$ cat config.mk
export PLATFORM = sky130hd
export DESIGN_NAME = clk_div_bank
export DESIGN_NICKNAME = d
export VERILOG_FILES = /design/src/rtl/clk_div_bank.sv
export SDC_FILE = /design/constraint.sdc
export NUM_CORES = 1
export LEC_CHECK = 0
export CORE_MARGIN = 5
export CORE_UTILIZATION = 38
export CTS_BUF_LIST = sky130_fd_sc_hd__clkbuf_16
export CTS_CLUSTER_DIAMETER = 30
export DETAILED_ROUTE_END_ITERATION = 16
export GPL_ROUTABILITY_DRIVEN = 0
export SYNTH_ARGS = -nofsm -noshare
export SYNTH_HDL_FRONTEND = slang
export SYNTH_SLANG_ARGS = --single-unit
$ cat constraint.sdc
create_clock -name clock -period 3.6 [get_ports clock]
set_input_delay 0.54 -clock clock [delete_from_list [all_inputs] [get_ports clock]]
set_output_delay 0.54 -clock clock [all_outputs]
set_load 0.02 [all_outputs]
$ cat src/rtl/clk_div_bank.sv
// Bank of runtime-programmable clock dividers with enable, tick and
// deferred (period-boundary) divisor updates.
module clk_div_bank #(
  parameter int NUM_CH      = 2,
  parameter int CNT_W       = 8,
  parameter int DEFAULT_DIV = 2,
  localparam int CH_W       = (NUM_CH > 1) ? $clog2(NUM_CH) : 1
) (
  input  logic              clock,
  input  logic              reset,
  input  logic [NUM_CH-1:0] ch_en,
  input  logic              cfg_valid,
  input  logic [CH_W-1:0]   cfg_ch,
  input  logic [CNT_W-1:0]  cfg_div,
  output logic              cfg_ready,
  output logic [NUM_CH-1:0] div_clk,
  output logic [NUM_CH-1:0] tick,
  output logic [NUM_CH-1:0] busy
);

  localparam int NSEL = 2 ** CH_W;

  logic [CNT_W-1:0]  wr_div;
  logic [NSEL-1:0]   pend_ext;
  logic [NUM_CH-1:0] pend;

  assign wr_div = (cfg_div < CNT_W'(2)) ? CNT_W'(2) : cfg_div;

  // Unused selector codes read as not-pending, so they always look ready.
  always_comb begin
    pend_ext = '0;
    pend_ext[NUM_CH-1:0] = pend;
  end

  assign cfg_ready = ~pend_ext[cfg_ch];
  assign busy      = pend;

  for (genvar i = 0; i < NUM_CH; i++) begin : g_ch
    logic             en_q;
    logic             dclk_q;
    logic             pend_q;
    logic [CNT_W-1:0] cnt_q;
    logic [CNT_W-1:0] cur_q;
    logic [CNT_W-1:0] nxt_q;
    logic [CNT_W-1:0] cnt_inc;
    logic             wrap;
    logic             wr;

    assign wrap    = (cnt_q == cur_q - CNT_W'(1));
    assign wr      = cfg_valid & cfg_ready & (cfg_ch == CH_W'(i));
    assign cnt_inc = wrap ? '0 : cnt_q + CNT_W'(1);

    always_ff @(posedge clock or negedge reset) begin
      if (!reset) begin
        en_q   <= 1'b0;
        dclk_q <= 1'b0;
        pend_q <= 1'b0;
        cnt_q  <= '0;
        cur_q  <= CNT_W'(DEFAULT_DIV);
        nxt_q  <= CNT_W'(DEFAULT_DIV);
      end else if (!en_q) begin
        cnt_q <= '0;
        if (wr) cur_q <= wr_div;
        if (ch_en[i]) begin
          en_q   <= 1'b1;
          dclk_q <= 1'b1;
        end
      end else if (!ch_en[i]) begin
        en_q   <= 1'b0;
        cnt_q  <= '0;
        dclk_q <= 1'b0;
        // A stopped channel has no boundary to wait for.
        if (pend_q) begin
          cur_q  <= nxt_q;
          pend_q <= 1'b0;
        end else if (wr) begin
          cur_q <= wr_div;
        end
      end else if (pend_q && wrap) begin
        cur_q  <= nxt_q;
        pend_q <= 1'b0;
        cnt_q  <= '0;
        dclk_q <= 1'b1;
      end else begin
        cnt_q  <= cnt_inc;
        dclk_q <= (cnt_inc < (cur_q >> 1));
        if (wr) begin
          nxt_q  <= wr_div;
          pend_q <= 1'b1;
        end
      end
    end

    assign tick[i]    = en_q & wrap;
    assign div_clk[i] = dclk_q;
    assign pend[i]    = pend_q;
  end

endmodule
Yosys cells after proc, flatten, opt, wreduce, memory -nomap -nowiden
Index checks and enable logic that the tools add are counted.

Output and inout port bits: 7. Flip-flop bits (word level): 54. Word-level logic and storage cells: 80.

Bitwise logic cells: 9. Reductions and logical operators: 8. Add/subtract/negate cells: 4. $lt $le $gt $ge: 4. Multiplexer cells: 37. Eq/ne operators: 6.

Operators with widths (count): 8-bit 2-to-1 mux (19); 1-bit 2-to-1 mux (18); 8-bit by 1-bit adder with 8-bit output (second input constant) (2); 8-bit == test (2); 8-bit by 7-bit < comparator with 1-bit output (2); 8-bit by 1-bit subtractor with 8-bit output (second input constant) (2); 8-bit by 2-bit < comparator with 1-bit output (second input constant) (1); 4-bit AND reduction (2); 3-bit by 1-bit != test with 1-bit output (second input constant) (2); 3-bit by 2-bit != test with 1-bit output (second input constant) (2); 1-bit bitwise AND (5); 1-bit NOT (4); 2-bit AND reduction (2); 2-bit nonzero test (2); 1-bit logical AND (2); 1-bit by 2-bit < comparator with 1-bit output (second input constant) (1).

Longest topological paths before layout
Word-level depth: 9. Depth in mapped cells: 17.

Least setup slack after synthesis
OpenSTA, ideal clock, no wires.

Path type: flip-flop to flip-flop. Start point: reg g_ch[0].cur_q[2]. End point: reg g_ch[0].dclk_q. Setup time: 0.126 ns. Data required time: 3.474 ns. Stages on the path, launching flop included: 14. Arrival time: 3.339 ns. Clock period less this slack: 3.465 ns. Setup slack: 0.135 ns. Cell sequence: dfrtp_1 > or3_1 > o31a_1 > or4_1 > a2111oi_2 > buf_4 > nor2_1 > ha_1 > o21a_1 > nor2_1 > nor3_1 > o41a_1 > o22ai_1 > a221o_1.

Longest elaborated chain between the ends: 7. Elaborated cells between the ends (all ways): 8. Classes of those cells: add/sub: 1; order compare: 1; eq/ne: 1; mux: 4; reduce/logical: 1.

Ends and longest elaborated chain: start, declared (RTL line 43) `logic [CNT_W-1:0] cur_q;`; start signal, assigned (RTL line 59) `cur_q <= CNT_W'(DEFAULT_DIV);`; start signal, assigned (RTL line 63) `if (wr) cur_q <= wr_div;`; start signal, assigned (RTL line 74) `cur_q <= nxt_q;`; 8-bit by 1-bit subtractor with 8-bit output (RTL line 49) `assign wrap = (cnt_q == cur_q - CNT_W'(1));`; 8-bit == test (RTL line 49); 8-bit 2-to-1 mux (RTL line 51) `assign cnt_inc = wrap ? '0 : cnt_q + CNT_W'(1);`; 8-bit by 7-bit < comparator with 1-bit output (RTL line 86) `dclk_q <= (cnt_inc < (cur_q >> 1));`; 1-bit 2-to-1 mux (*) (RTL line 79) `end else if (pend_q && wrap) begin`; 1-bit 2-to-1 mux (*) (RTL line 68) `end else if (!ch_en[i]) begin`; 1-bit 2-to-1 mux (*) (RTL line 61) `end else if (!en_q) begin`; end signal, assigned (RTL line 86); end, declared (RTL line 40) `logic dclk_q;`.

Mark *: on every way between the ends. The rest lies on a longest branch, timed or not. A chain may end at the register's enable or synchronous reset.

Worst setup path in the final report
Same ends and word-level chain as after synthesis.

==> impl_metrics.csv <==
group,metric,value,unit
pwr,switchingPower,0.000857,W
job,maxCapViolCount,0,
pwr,p_leak,1.65,nW
drt,drt_wl_total,6980,µm
place,dp_hpwl,5320,µm
timing,period_needed,3580,ps
die,fp.dieW,102,µm
yosys,yosysMostFrequentCell,"dfrtp_1",
drt,ant_nets,0,
timing,hold_viol,0,
drt,drc,0,
pwr,combPwrFrac,40.7,%
yosys,avgSynthCellArea,9.71,µm²
global_routing,antenna_found_initial,0,
final_layout,final_area,0.00377,mm²
yosys,ys_ff_latch,54,
worst_setup_path,endpoint_kind,"flop",
worst_setup_path,path_class,"reg2reg",
worst_setup_path,cp_slowest_cell,"a2111oi_1",
yosys,synthesis.instances,334,
timing,maxSlewViolCount,0,
drt,first_iter_violations,109,
place,pre_cts_ws,-4.76,ps
worst_setup_path,worstSetupStartpointType,"flop",
yosys,syn_nets,364,
worst_setup_path,path_max_fanout,6,
pwr,power.density,634,mW/mm²
final_layout,syn_to_final_growth,16.4,%
timing,relSlewSlack,40.8,%
clocking,cts_tree,"built",
clocking,path_clk_slew,70,ps
drt,vias,2500,
timing,tns,0,ps
die,initial_core_util,39.3,%
die,die_area,0.0105,mm²
worst_setup_path,cp_slowest_stage_delay,550,ps
pwr,power_switching_share,35.8,%
yosys,ys_types,56,
yosys,synth_common_cells,"dfrtp_1, nor2_1, inv_1",
timing,period_share,99.3,%
pwr,pwr-share-clk,19.8,%
final_layout,antenna_cells,0,
clocking,numCtsBuffers,5,
yosys,synth-edff-count,0,
place,dpl-instance-area,0.00358,mm²
die,rows,33,
clocking,cts_sinks,54,
final_layout,nets,395,
global_routing,grt.overflow.total,0,
timing,finClkSkew,6.10,ps
pwr,seqPwrFrac,39.5,%
die,core,0.00826,mm²
timing,setup_slack,24.2,ps
worst_setup_path,worstPathArrival,3800,ps
hold_path,hold_path.class,"in2async",
die,ios,21,
pwr,intPower,0.00153,W
yosys,synth_top_area_cell,"dfrtp_1",
timing,rsz0062_at_grt,"true",
yosys,yosysSeqAreaShare,41.8,%
clocking,clock_latency,290,ps
yosys,synthTopCellsByArea,"dfrtp_1, ha_1, nor2_1",
clocking,postCtsHoldBufs,0,
yosys,synth_ff_type,"dfrtp_1",
drt,vias_per_cell,5.31,
place,io_buffer_count,20,
run_status,status,"complete, no violations",
global_routing,grt_max_degree,41,
drt,first_pass_iters,4,
clocking,clock_path_buffers,2,
global_routing,grt_pass1_vias,2455,
clocking,cts_root_buf,"clkbuf_16",
timing,worstMarginPinSlew,888,ps
final_layout,layout-drive-gt1-share,14.2,%
pwr,peakVddDrop,0.000255,V
timing,setup_violations,0,
yosys,ys_warn_count,0,
worst_setup_path,path_cells,"or3_1 -> o31a_1 -> or4_1 -> a2111oi_2 -> buf_4 -> nor2_1 -> ha_1 -> a2111oi_1 -> nor3_2 -> o41a_1 -> o22ai_1 -> a221o_1",
yosys,netlist.area_leader.share,38.6,%
yosys,synth_area,0.00324,mm²
timing,clock.fmax,280,MHz
worst_setup_path,cp.required,3830,ps
drt,wl_per_cell,14.8,µm
global_routing,grt_pass1_wl,12100,µm
yosys,async_reset_ff_share,100,%
die,die_y,102,µm
clocking,h-tree-depth,2,
global_routing,grt_use_total,14.4,%
cells by family (layout without fill, tap and decap cells):
family	after synthesis	count (layout)	share of synthesized area, %
AOI/OAI and AO/OA	78	78	18.1
xor gates and xnor gates	32	32	8.65
adders and majority gates	16	16	6.18
buffers and inverters	36	68	4.98
DFF	54	54	41.8
muxes	13	13	4.48
and+or+nand+nor	105	105	15.7
power groups by stage:
stage / clock [W] / sequential [W] / combinational [W]
2_1_floorplan: 0 / 0.000935 / 0.000687
3_3_place_gp: 0 / 0.000951 / 0.000938
3_5_place_dp: 0 / 0.000955 / 0.000952
4_1_cts: 0.000487 / 0.000945 / 0.000961
5_1_grt: 0.000514 / 0.000977 / 0.00109
6_report: 0.000474 / 0.000944 / 0.000974
repair_timing:
item	4_1_cts	5_1_grt
gates resized for setup	2	2
gates cloned	0	0
buffers inserted	2	3
endpoints found under the setup margin	3	2
hold endpoints to repair	0	0
per-layer routing:
metal	global-route usage [%]	up-vias	wire length, µm
met5	0	-	0
met3	2.66	4	386
met2	20.5	46	2920
met4	4.04	0	62
met1	22.3	1191	3610
li1	-	1259	-
area by class of cell:
type,instances,area (µm²)
clock buffer,5,125
clock inverter,3,21.3
fill,798,4480
inverter,23,86.3
multi-input combinational,244,1730
sequential,54,1360
tap,105,131
timing repair buffer,37,322
critical path, delay by kind of cell, from the launching register on:
family                   cells  cell delay, ps
buffers and inverters        1             200
AO/OA/AOI/OAI                6            1580
flip-flops                   1             370
adder cells (fa/ha/maj)      1             280
AND/OR/NAND/NOR              4            1090
state kept, by name, summed over array words and instances, names as in the netlist:
signal       flops
g_ch.cnt_q      16
g_ch.cur_q      16
g_ch.dclk_q      2
g_ch.en_q        2
g_ch.nxt_q      16
g_ch.pend_q      2
final timing paths:
check                                                  start                           end  slack, ps  cells after the start
worst min register to register  g_ch[0].nxt_q[1]$_DFFE_PN1P_  g_ch[0].nxt_q[1]$_DFFE_PN1P_        480                      2
worst max-delay path            g_ch[0].cur_q[2]$_DFFE_PN0P_    g_ch[0].dclk_q$_DFFE_PN0P_         20                     12
max in group asynchronous                              reset    g_ch[1].cnt_q[4]$_DFF_PN0_       2500                      2
worst max register to register  g_ch[0].cur_q[2]$_DFFE_PN0P_    g_ch[0].dclk_q$_DFFE_PN0P_         20                     12
worst min-delay path                                   reset    g_ch[0].cnt_q[3]$_DFF_PN0_        370                      1
min in group clock              g_ch[0].nxt_q[1]$_DFFE_PN1P_  g_ch[0].nxt_q[1]$_DFFE_PN1P_        480                      2
through the flow:
step	total power (W)	util, %	hold slack, ps	instances
after floorplan	0.00162	-	244	334
after global placement	0.00189	43.4	468	458
after detailed placement	0.00191	43.4	473	458
after CTS	0.00239	45.3	405	468
after global routing	0.00259	45.7	457	471
final	0.00239	45.7	369	471
layout by cell type (no fill, tap or decap), types with 4 or more instances in the layout:
master | synthesis | layout
xnor2_1 | 18 | 18
dfstp_2 | 4 | 4
ha_1 | 16 | 16
buf_4 | 5 | 17
xor2_1 | 14 | 14
mux2_2 | 12 | 12
a22oi_1 | 14 | 14
nor2_1 | 45 | 45
dfrtp_1 | 50 | 50
nor3_1 | 7 | 6
inv_1 | 23 | 23
nor4_1 | 4 | 4
nand3_1 | 10 | 10
a21o_1 | 4 | 4
o21ai_0 | 10 | 10
and3_1 | 5 | 5
clkdlybuf4s50_1 | 0 | 18
nand2_1 | 14 | 14
o2bb2ai_1 | 14 | 14
a21oi_1 | 13 | 13
clkbuf_16 | 0 | 5
Power figures use the tool's default switching activity.
